## src/rtl/pn_pkg.sv

```systemverilog
`default_nettype none
// ============================================================================
//  Module   : pn_pkg
//  Purpose  : Shared types, constants and LFSR step function for the
//             PN burst arbiter.
//  Revision : 1.0  initial release
// ============================================================================
package pn_pkg;

   // Arbiter FSM states
   typedef enum logic [0:0] {
      IDLE  = 1'b0,
      BURST = 1'b1
   } state_t;

   localparam int           LFSR_W   = 3;
   // Reset / lock-up replacement state {s1,s2,s3}
   localparam logic [2:0]   LFSR_RST = 3'b100;

   // One LFSR step on {s1,s2,s3}: s1<=s1^s3, s2<=s1, s3<=s2 (period 7)
   function automatic logic [LFSR_W-1:0] lfsr_next(input logic [LFSR_W-1:0] s);
      return {s[2] ^ s[0], s[2], s[1]};
   endfunction

endpackage : pn_pkg
`default_nettype wire

```

## src/rtl/pn_burst_arbiter_if.sv

```systemverilog
`default_nettype none
// ============================================================================
//  Module   : pn_burst_arbiter_if
//  Purpose  : Request / grant / random-beat bundle between traffic clients
//             and the PN burst arbiter.
//  Revision : 1.0  initial release
// ============================================================================
interface pn_burst_arbiter_if #(
   parameter int NREQ  = 2,
   parameter int CNT_W = 4
);
   logic [NREQ-1:0]       i_req;
   logic [NREQ*CNT_W-1:0] i_len;
   logic                  i_seed_we;
   logic [2:0]            i_seed;
   logic [NREQ-1:0]       o_gnt;
   logic                  o_rand_vld;
   logic [1:0]            o_rand;
   logic                  o_done;
   logic                  o_busy;

   // Client side drives requests and observes beats
   modport master (
      output i_req, i_len, i_seed_we, i_seed,
      input  o_gnt, o_rand_vld, o_rand, o_done, o_busy
   );

   // Arbiter side
   modport slave (
      input  i_req, i_len, i_seed_we, i_seed,
      output o_gnt, o_rand_vld, o_rand, o_done, o_busy
   );
endinterface : pn_burst_arbiter_if
`default_nettype wire

```

## src/rtl/pn_step_lfsr.sv

```systemverilog
`default_nettype none
// ============================================================================
//  Module   : pn_step_lfsr
//  Purpose  : 3-bit seedable LFSR that steps only when enabled; exposes the
//             2-bit random value {s3,s2} of the current state.
//  Revision : 1.0  initial release
// ============================================================================
module pn_step_lfsr
   import pn_pkg::*;
(
   input  wire logic              clk,
   input  wire logic              rst,
   input  wire logic              i_en,
   input  wire logic              i_ld,
   input  wire logic [LFSR_W-1:0] i_ld_val,
   output logic      [1:0]        o_rand
);

   logic [LFSR_W-1:0] r_state;
   logic [LFSR_W-1:0] w_ld_val;

   // All-zero is the lock-up state, so a zero seed restarts from LFSR_RST
   assign w_ld_val = (i_ld_val == '0) ? LFSR_RST : i_ld_val;

   // State register: load beats step, step only on delivered beats
   always_ff @(posedge clk) begin
      if (rst) begin
         r_state <= LFSR_RST;
      end else if (i_ld) begin
         r_state <= w_ld_val;
      end else if (i_en) begin
         r_state <= lfsr_next(r_state);
      end
   end

   assign o_rand = {r_state[0], r_state[1]};

endmodule : pn_step_lfsr
`default_nettype wire

```

## src/rtl/pn_burst_arbiter.sv

```systemverilog
`default_nettype none
// ============================================================================
//  Module   : pn_burst_arbiter
//  Purpose  : Round-robin arbiter sharing one PN source among NREQ
//             requesters; each grant delivers a burst of len+1 random beats.
//  Revision : 1.0  initial release
// ============================================================================
module pn_burst_arbiter
   import pn_pkg::*;
#(
   parameter int NREQ  = 2,
   parameter int CNT_W = 4
) (
   input  wire logic          clk,
   input  wire logic          rst,
   pn_burst_arbiter_if.slave  bus
);

   localparam int PTR_W = (NREQ > 1) ? $clog2(NREQ) : 1;

   state_t            r_state;
   state_t            w_state_next;
   logic [NREQ-1:0]   r_gnt;
   logic [PTR_W-1:0]  r_ptr;
   logic [PTR_W-1:0]  r_gidx;
   logic [CNT_W-1:0]  r_cnt;

   logic [CNT_W-1:0]  w_len_arr [NREQ];
   logic [PTR_W-1:0]  w_pick;
   logic [NREQ-1:0]   w_pick_oh;
   logic              w_found;
   logic              w_grant;
   logic              w_beat;
   logic              w_last;
   logic              w_seed_ld;
   logic [1:0]        w_rand;

   // Index a+b wrapped into 0..NREQ-1 (b < NREQ)
   function automatic logic [PTR_W-1:0] wrap_add(input logic [PTR_W-1:0] a, input int b);
      int v_sum;
      v_sum = int'(a) + b;
      if (v_sum >= NREQ) begin
         v_sum = v_sum - NREQ;
      end
      return PTR_W'(v_sum);
   endfunction

   // Split the flat length bus into per-requester fields
   generate
      for (genvar g = 0; g < NREQ; g++) begin : g_len
         assign w_len_arr[g] = bus.i_len[g*CNT_W +: CNT_W];
      end
   endgenerate

   // Round-robin pick: first requester at or after the pointer, wrapping
   always_comb begin
      w_found   = 1'b0;
      w_pick    = '0;
      w_pick_oh = '0;
      for (int k = 0; k < NREQ; k++) begin
         if (!w_found && bus.i_req[wrap_add(r_ptr, k)]) begin
            w_found = 1'b1;
            w_pick  = wrap_add(r_ptr, k);
         end
      end
      w_pick_oh[w_pick] = 1'b1;
   end

   // FSM state register
   always_ff @(posedge clk) begin
      if (rst) begin
         r_state <= IDLE;
      end else begin
         r_state <= w_state_next;
      end
   end

   // FSM next state and per-cycle strobes
   always_comb begin
      w_state_next = r_state;
      w_grant      = 1'b0;
      w_beat       = 1'b0;
      w_last       = 1'b0;
      case (r_state)
         IDLE: begin
            if (w_found) begin
               w_grant      = 1'b1;
               w_state_next = BURST;
            end
         end
         BURST: begin
            w_beat = 1'b1;
            if (r_cnt == '0) begin
               w_last       = 1'b1;
               w_state_next = IDLE;
            end
         end
         default: w_state_next = IDLE;
      endcase
   end

   // Grant, beat counter and round-robin pointer
   always_ff @(posedge clk) begin
      if (rst) begin
         r_gnt  <= '0;
         r_ptr  <= '0;
         r_gidx <= '0;
         r_cnt  <= '0;
      end else if (w_grant) begin
         r_gnt  <= w_pick_oh;
         r_gidx <= w_pick;
         r_cnt  <= w_len_arr[w_pick];
      end else if (w_beat) begin
         if (w_last) begin
            r_gnt <= '0;
            r_ptr <= wrap_add(r_gidx, 1);
         end else begin
            r_cnt <= r_cnt - 1'b1;
         end
      end
   end

   // Seeds are only honoured between bursts so a burst sees one sequence
   assign w_seed_ld = (r_state == IDLE) && bus.i_seed_we;

   pn_step_lfsr u_lfsr (
      .clk      (clk),
      .rst      (rst),
      .i_en     (w_beat),
      .i_ld     (w_seed_ld),
      .i_ld_val (bus.i_seed),
      .o_rand   (w_rand)
   );

   assign bus.o_gnt      = r_gnt;
   assign bus.o_rand_vld = w_beat;
   assign bus.o_busy     = w_beat;
   assign bus.o_done     = w_last;
   assign bus.o_rand     = w_rand;

endmodule : pn_burst_arbiter
`default_nettype wire

```

## src/flat_wrapper.sv

```systemverilog
// flat-port wrapper written by rule: the top's interface ports become plain ports
module pn_burst_arbiter_flat import pn_pkg::*;
#(
   parameter int NREQ  = 2,
   parameter int CNT_W = 4
)
  (clk, rst, bus_i_req, bus_i_len, bus_i_seed_we, bus_i_seed, bus_o_gnt, bus_o_rand_vld, bus_o_rand, bus_o_done, bus_o_busy);
  pn_burst_arbiter_if #(.NREQ(NREQ), .CNT_W(CNT_W)) bus_i ();
  input  wire logic clk;
  input  wire logic rst;
  input wire logic [$bits(bus_i.i_req)-1:0] bus_i_req;
  input wire logic [$bits(bus_i.i_len)-1:0] bus_i_len;
  input wire logic [$bits(bus_i.i_seed_we)-1:0] bus_i_seed_we;
  input wire logic [$bits(bus_i.i_seed)-1:0] bus_i_seed;
  output wire logic [$bits(bus_i.o_gnt)-1:0] bus_o_gnt;
  output wire logic [$bits(bus_i.o_rand_vld)-1:0] bus_o_rand_vld;
  output wire logic [$bits(bus_i.o_rand)-1:0] bus_o_rand;
  output wire logic [$bits(bus_i.o_done)-1:0] bus_o_done;
  output wire logic [$bits(bus_i.o_busy)-1:0] bus_o_busy;
  assign bus_i.i_req = bus_i_req;
  assign bus_i.i_len = bus_i_len;
  assign bus_i.i_seed_we = bus_i_seed_we;
  assign bus_i.i_seed = bus_i_seed;
  assign bus_o_gnt = bus_i.o_gnt;
  assign bus_o_rand_vld = bus_i.o_rand_vld;
  assign bus_o_rand = bus_i.o_rand;
  assign bus_o_done = bus_i.o_done;
  assign bus_o_busy = bus_i.o_busy;
  pn_burst_arbiter #(.NREQ(NREQ), .CNT_W(CNT_W)) u_core (.clk(clk), .rst(rst), .bus(bus_i));
endmodule
```

## config.mk

```make
export PLATFORM = sky130hd
export DESIGN_NAME = pn_burst_arbiter_flat
export DESIGN_NICKNAME = d
export VERILOG_FILES = /design/src/rtl/pn_pkg.sv /design/src/rtl/pn_burst_arbiter_if.sv /design/src/rtl/pn_step_lfsr.sv /design/src/rtl/pn_burst_arbiter.sv /design/src/flat_wrapper.sv
export SDC_FILE = /design/constraint.sdc
export NUM_CORES = 1
export LEC_CHECK = 0
export ABC_AREA = 1
export CAP_MARGIN = 20
export CELL_PAD_IN_SITES_DETAIL_PLACEMENT = 0
export CELL_PAD_IN_SITES_GLOBAL_PLACEMENT = 1
export CORE_MARGIN = 2
export CORE_UTILIZATION = 30
export DETAILED_ROUTE_END_ITERATION = 8
export GPL_ROUTABILITY_DRIVEN = 0
export PLACE_DENSITY_LB_ADDON = 0.1
export SLEW_MARGIN = 40
export SYNTH_ARGS = -nofsm -noshare
export SYNTH_HDL_FRONTEND = slang
export SYNTH_HIERARCHICAL = 1
export SYNTH_SLANG_ARGS = --single-unit
```

## constraint.sdc

```tcl
create_clock -name clk -period 1.51 [get_ports clk]
set_clock_uncertainty 0.1 [all_clocks]
set_input_delay 0.302 -clock clk [delete_from_list [all_inputs] [get_ports clk]]
set_output_delay 0.302 -clock clk [all_outputs]
set_load 0.05 [all_outputs]
```

==> results of run 1 <==
==> metrics by stage <==
step | cells | TNS (ps) | instance area [um2] | util [%]
detailed placement | 161 | -321 | 1050 | 47.3
global route | 171 | -133 | 1150 | 52.1
finish | 171 | -68.0 | 1150 | 52.1
floorplan | 109 | 0 | 706 | -
global placement | 161 | -240 | 1050 | 47.3
CTS | 169 | -87.3 | 1120 | 50.7
==> state kept, by name, indices dropped and copies added (netlist names) <==
name                   flops
u_core/r_gidx              1
u_core/r_cnt               4
u_core/r_state             1
u_core/r_ptr               1
u_core/u_lfsr/r_state      3
u_core/bus.o_gnt           2
==> power groups by stage <==
stage | combinational [mW] | sequential [mW] | clock [mW]
2_1_floorplan | 0.398 | 0.473 | 0
3_3_place_gp | 0.669 | 0.465 | 0
3_5_place_dp | 0.667 | 0.466 | 0
4_1_cts | 0.720 | 0.463 | 0.271
5_1_grt | 0.838 | 0.473 | 0.289
6_report | 0.766 | 0.463 | 0.261
==> metal layers <==
layer / wire (um) / up-vias / GRT usage (%)
li1: - / 412 / -
met1: 838 / 341 / 18.9
met2: 906 / 19 / 25.0
met3: 105 / 2 / 6.29
met4: 10 / 0 / 5.13
met5: 0 / - / 0
==> worst max-delay path, stage by stage (launching register included) <==
cell     delay (ps)
dfxtp_2         330
inv_2            70
ha_4            130
nand2_2          50
inv_2            60
nand2_4          60
inv_4            70
buf_12          130
==> area by class of cell <==
type                       count  area, um2
fill                         246       1060
multi-input combinational     77        393
timing repair buffer          33        373
sequential                    12        246
inverter                      17       68.8
clock buffer                   4       36.3
tap                           28       35.0
==> cells in the final DEF (no fill, tap or decap), types with 2 or more instances in the layout <==
cell | synthesis | layout
dfxtp_1 | 12 | 9
inv_4 | 0 | 2
clkdlybuf4s50_1 | 0 | 15
clkbuf_4 | 0 | 3
nor2_2 | 2 | 2
nand2_4 | 2 | 2
buf_4 | 3 | 11
dfxtp_2 | 0 | 2
nand2_2 | 1 | 2
o21ai_1 | 6 | 6
a21oi_1 | 8 | 8
nand2_1 | 26 | 25
inv_1 | 10 | 8
nor3_1 | 2 | 2
nand3_1 | 9 | 9
nor2_1 | 14 | 14
buf_12 | 0 | 7
inv_2 | 7 | 7
==> cells by family after synthesis <==
kind of cell | share of synthesized area, %
and+or+nand+nor | 37.3
AOI/OAI and AO/OA | 11.5
adders and majority gates | 3.55
xor gates and xnor gates | 1.24
buffers and inverters | 12.3
DFF | 34.1
==> worst max-delay path by stage <==
stage,start,endpoint,slack (ps)
global placement,bus_i_req[1],u_core/r_cnt[2],-80
CTS,u_core/r_cnt[1],bus_o_done,-90
floorplan,u_core/r_state,bus_o_done,120
global route,u_core/r_cnt[0],bus_o_done,-130
detailed placement,bus_i_req[1],u_core/r_cnt[2],-100
finish,u_core/r_cnt[0],bus_o_done,-70
==> what timing repair did <==
item                                    4_1_cts  5_1_grt
pin swaps                                     1        3
endpoints found under the setup margin        1        2
setup buffers                                 4        3
gates resized for setup                       7        3
==> impl_metrics.yaml, run 1 <==
global_route:
  grt.total_usage_pct: 15.6
  grt_pass1_vias: 697
  antenna_found_initial: 0
  grt_start_max_net_pins: 9
  gr-total-overflow: 0
  grt_pass1_wl_um: 3080
power_and_ir_drop:
  p_int_uw: 899
  p_seq_share_pct: 31.1
  switchingPower_uw: 592
  leakagePower_nw: 0.547
  vdd_ir_drop_max_mv: 0.732
  clkPwrFrac_pct: 17.5
  combinationalPowerShare_pct: 51.4
  p_total_mw: 1.49
  p_per_area_nw_per_um2: 1290
  switching_share_pct: 39.7
logic_synthesis:
  synth-seq-cells: 12
  yosys_warnings: 6
  synth_top_area_share_pct: 34.1
  syn_inst: 109
  yosysMostFrequentCell: "nand2_1"
  synthTopCellsByArea: "dfxtp_1 34%, nand2_1 14%, nor2_1 7.5%"
  ys_seq_area_share_pct: 34.1
  yosysTopAreaCell: "dfxtp_1"
  synth_flop_cell: "dfxtp_1"
  synth_area_per_cell_um2: 6.46
  synthArstFlopShare_pct: 0
  synth_commonest_cells: "26 x nand2_1, 14 x nor2_1, 12 x dfxtp_1"
  syn_area_um2: 704
  synth_edf_count: 0
  synthesis.nets: 127
  synth_cell_types: 19
detailed_routing:
  wl_per_cell_um: 10.9
  wirelength_um: 1860
  firstDrtPassIters: 5
  final_antenna_net_count: 0
  dr_total_vias: 774
  via_per_inst: 4.53
  drtIter0Drc: 9
  drc: 0
die:
  die_width_um: 52.5
  initial_utilization_pct: 31.8
  std_cell_rows: 17
  dieArea_um2: 2750
  die_h_um: 52.5
  core_um2: 2210
  pin_count: 23
outcome:
  violations: "negative setup slack"
  status: "finished with violations"
setup_path:
  r2r-end: "u_core/r_cnt[3]"
  reg2reg_slack_ps: 100
  cp-end-kind: "primary output"
  cp_max_fo: 2
  path_class: "reg -> out"
  ff2ff_path_depth: 11
  crit_required_ps: 1110
  r2r_start: "u_core/r_cnt[1]"
  arrival_ps: 1180
  startpoint_type: "register"
timing:
  finalMaxSlewViolations: 0
  rsz0062_at_grt: "true"
  hold_viol: 0
  hold_ws_ps: 340
  setup-violations-final: 1
  fin_ws_ps: -68.0
  max_freq_mhz: 634
  fin_crit_ps: 1580
  tightest_slew_ps: 236
  relSlewSlack_pct: 84.2
  period_share_pct: 105
cts:
  clock-sinks: 12
  hold_buffers: 0
  cts_max_level: 1
  numCtsBuffers: 3
  clk_pin_slew_ps: 80
  worstSkewPairLatency_ps: 280
  root_buffer: "clkbuf_4"
  cts_buffer_depth: 2
  cts_tree: "yes"
finish:
  layout.nets: 162
  drive_above_1_share_pct: 29.4
  diodes: 0
  syn_to_final_growth_pct: 63.6
worst_hold_path:
  hold_path_depth: 1
  hold_path.class: "reg -> reg"
  holdPathEnd: "u_core/r_ptr"
  hold_start: "u_core/r_gidx"
flow_run:
  drv_cap: 0
placement:
  dpl.hpwl_um: 1410
  placement.io_buffers: 22
  pre_cts_slack_ps: -95.9
Note: power is estimated with default switching activity, not from simulation.
==> run 2: changes to the inputs <==
--- a/config.mk
+++ b/config.mk
@@ -10,12 +10,13 @@
 export CELL_PAD_IN_SITES_DETAIL_PLACEMENT = 0
 export CELL_PAD_IN_SITES_GLOBAL_PLACEMENT = 1
 export CORE_MARGIN = 2
-export CORE_UTILIZATION = 30
+export CORE_UTILIZATION = 40
 export DETAILED_ROUTE_END_ITERATION = 8
+export DONT_BUFFER_PORTS = 1
 export GPL_ROUTABILITY_DRIVEN = 0
 export PLACE_DENSITY_LB_ADDON = 0.1
+export RECOVER_POWER = 50
 export SLEW_MARGIN = 40
 export SYNTH_ARGS = -nofsm -noshare
 export SYNTH_HDL_FRONTEND = slang
-export SYNTH_HIERARCHICAL = 1
 export SYNTH_SLANG_ARGS = --single-unit
==> impl_metrics.yaml, run 2 <==
logic_synthesis:
  ys_seq_area_share_pct: 33.6
  synthTopCellsByArea: "dfxtp_1 34%, nand2_1 12%, nand3_1 7.0%"
  synth_cell_types: 22
  synth_area_per_cell_um2: 6.87
  yosys_warnings: 0
  synth_commonest_cells: "23 x nand2_1, 13 x inv_1, 12 x dfxtp_1"
  yosysMostFrequentCell: "nand2_1"
  synthArstFlopShare_pct: 0
  synthesis.nets: 122
  synth-seq-cells: 12
  syn_area_um2: 714
  yosysTopAreaCell: "dfxtp_1"
  synth_top_area_share_pct: 33.6
  syn_inst: 104
  synth_flop_cell: "dfxtp_1"
  synth_edf_count: 0
global_route:
  grt_pass1_wl_um: 2460
  grt_start_max_net_pins: 9
  gr-total-overflow: 0
  grt_pass1_vias: 602
  antenna_found_initial: 0
  grt.total_usage_pct: 16.6
timing:
  max_freq_mhz: 622
  hold_viol: 0
  setup-violations-final: 1
  fin_crit_ps: 1610
  relSlewSlack_pct: 66.1
  finalMaxSlewViolations: 0
  period_share_pct: 106
  fin_ws_ps: -97.8
  rsz0062_at_grt: "true"
  tns_ps: -97.8
  hold_ws_ps: 27.1
  tightest_slew_ps: 508
placement:
  dpl.hpwl_um: 1140
  pre_cts_slack_ps: -49.3
  place_area_um2: 769
  placement.io_buffers: 0
  placed_cells: 132
outcome:
  violations: "negative setup slack"
  status: "finished with violations"
finish:
  seqCellArea_um2: 246
  stdcell_count: 139
  fin_area_um2: 852
  n_fill_cell: 180
  drive_above_1_share_pct: 25.4
  mostFrequentLayoutCells: "25 x nand2_1, 11 x nor2_1, 10 x inv_1, 10 x nand3_1, 9 x dfxtp_1"
  diodes: 0
  largest_reg_flops: 4
  syn_to_final_growth_pct: 19.3
  final_common_cell: "nand2_1"
  largest_register: "u_core.r_cnt"
  multi_input_area_um2: 397
  utilization_pct: 49.9
  layout.nets: 133
die:
  pin_count: 23
  die_width_um: 46.3
  std_cell_rows: 15
  initial_utilization_pct: 41.8
  core_um2: 1710
  dieArea_um2: 2140
  die_h_um: 46.3
setup_path:
  cp_max_fo: 3
  path_class: "reg -> out"
  crit_required_ps: 1110
  reg2reg_slack_ps: 70
  arrival_ps: 1210
  startpoint_type: "register"
  cp-end-kind: "primary output"
cts:
  cts_max_level: 1
  clk_pin_slew_ps: 80
  worstSkewPairLatency_ps: 280
  root_buffer: "clkbuf_4"
  numCtsBuffers: 3
  clock-sinks: 12
  cts_tree: "yes"
  cts_buffer_depth: 2
detailed_routing:
  wl_per_cell_um: 10.6
  final_antenna_net_count: 0
  via_per_inst: 4.78
  drc: 0
  firstDrtPassIters: 2
  dr_total_vias: 664
  drtIter0Drc: 7
  wirelength_um: 1470
power_and_ir_drop:
  switching_share_pct: 41.5
  switchingPower_uw: 515
  clkPwrFrac_pct: 21.1
  vdd_ir_drop_max_mv: 0.667
  leakagePower_nw: 0.417
  p_per_area_nw_per_um2: 1460
  p_total_mw: 1.24
  combinationalPowerShare_pct: 42.2
  p_seq_share_pct: 36.7
  p_int_uw: 728
worst_hold_path:
  hold_path.class: "in -> reg"
flow_run:
  drv_cap: 0
run 2: changes by cell type in the layout (fill, tap and decap cells not counted), moves of 2 or more:
cell / before / now
clkdlybuf4s50_1: 15 / 0
buf_12: 7 / 0
buf_4: 11 / 4
inv_2: 7 / 3
nor2_1: 14 / 11
buf_6: 0 / 2
clkbuf_2: 0 / 2
inv_1: 8 / 10
nand2_2: 2 / 0
nor2_4: 0 / 2
nor3_1: 2 / 0
o211ai_1: 0 / 2
o21ai_1: 6 / 4
run 2: logic make-up after synthesis:
family                     Yosys count  share of synthesized area, %
AOI/OAI and AO/OA                   15                          11.2
xor gates and xnor gates             1                          1.23
adders and majority gates            2                          3.50
buffers and inverters               19                          11.9
DFF                                 12                          33.6
and+or+nand+nor                     55                          38.5
run 2: area by class of cell:
cell class / instances / area share [%]
multi-input cells: 73 / 46.5
flip-flops and latches: 12 / 28.9
repair buffers: 9 / 8.52
inverters: 16 / 8.08
clock buffers: 4 / 4.26
well taps: 25 / 3.67
run 2: worst max-delay path, stage by stage (launching register included):
cell and delay (ps):
dfxtp_2 340, inv_2 50, ha_4 150, nand2_4 50, inv_4 30, nand2_4 50
clkinvlp_4 250
run 2: final timing paths:
path,startpoint,endpoint,cells past startpoint
setup / recovery,u_core.r_cnt[1],bus_o_done,6
hold / removal,rst,u_core.u_lfsr.r_state[2],2
setup reg to reg,u_core.r_cnt[1],u_core.r_cnt[3],11
hold reg to reg,u_core.r_gidx,u_core.r_ptr,1
run 2: repair_timing:
item / in CTS / in global routing
gates cloned: 0 / 0
buffers inserted: 2 / 0
pin swaps: 1 / 2
gates resized for setup: 10 / 3
hold buffers: 1 / 0
hold endpoints to repair: 4 / 0
endpoints found under the setup margin: 3 / 5
run 2: power by group through the flow:
stage | clock, mW | combinational (mW) | sequential, mW
after floorplan | 0 | 0.374 | 0.464
after global placement | 0 | 0.475 | 0.457
after detailed placement | 0 | 0.475 | 0.457
after CTS | 0.272 | 0.531 | 0.454
after global routing | 0.282 | 0.592 | 0.469
final | 0.262 | 0.524 | 0.456
run 2: routing by layer:
metal,routed length [um],track usage (%)
met1,675,20.0
met2,689,27.2
met3,79,3.92
met4,28,8.57
met5,0,0
==> run 3: changes to the inputs <==
--- a/config.mk
+++ b/config.mk
@@ -16,7 +16,7 @@
 export GPL_ROUTABILITY_DRIVEN = 0
 export PLACE_DENSITY_LB_ADDON = 0.1
 export RECOVER_POWER = 50
-export SLEW_MARGIN = 40
+export SLEW_MARGIN = 10
 export SYNTH_ARGS = -nofsm -noshare
 export SYNTH_HDL_FRONTEND = slang
 export SYNTH_SLANG_ARGS = --single-unit
==> results of run 3 <==
Final layout, timing and power as in run 2 (identical DEF).
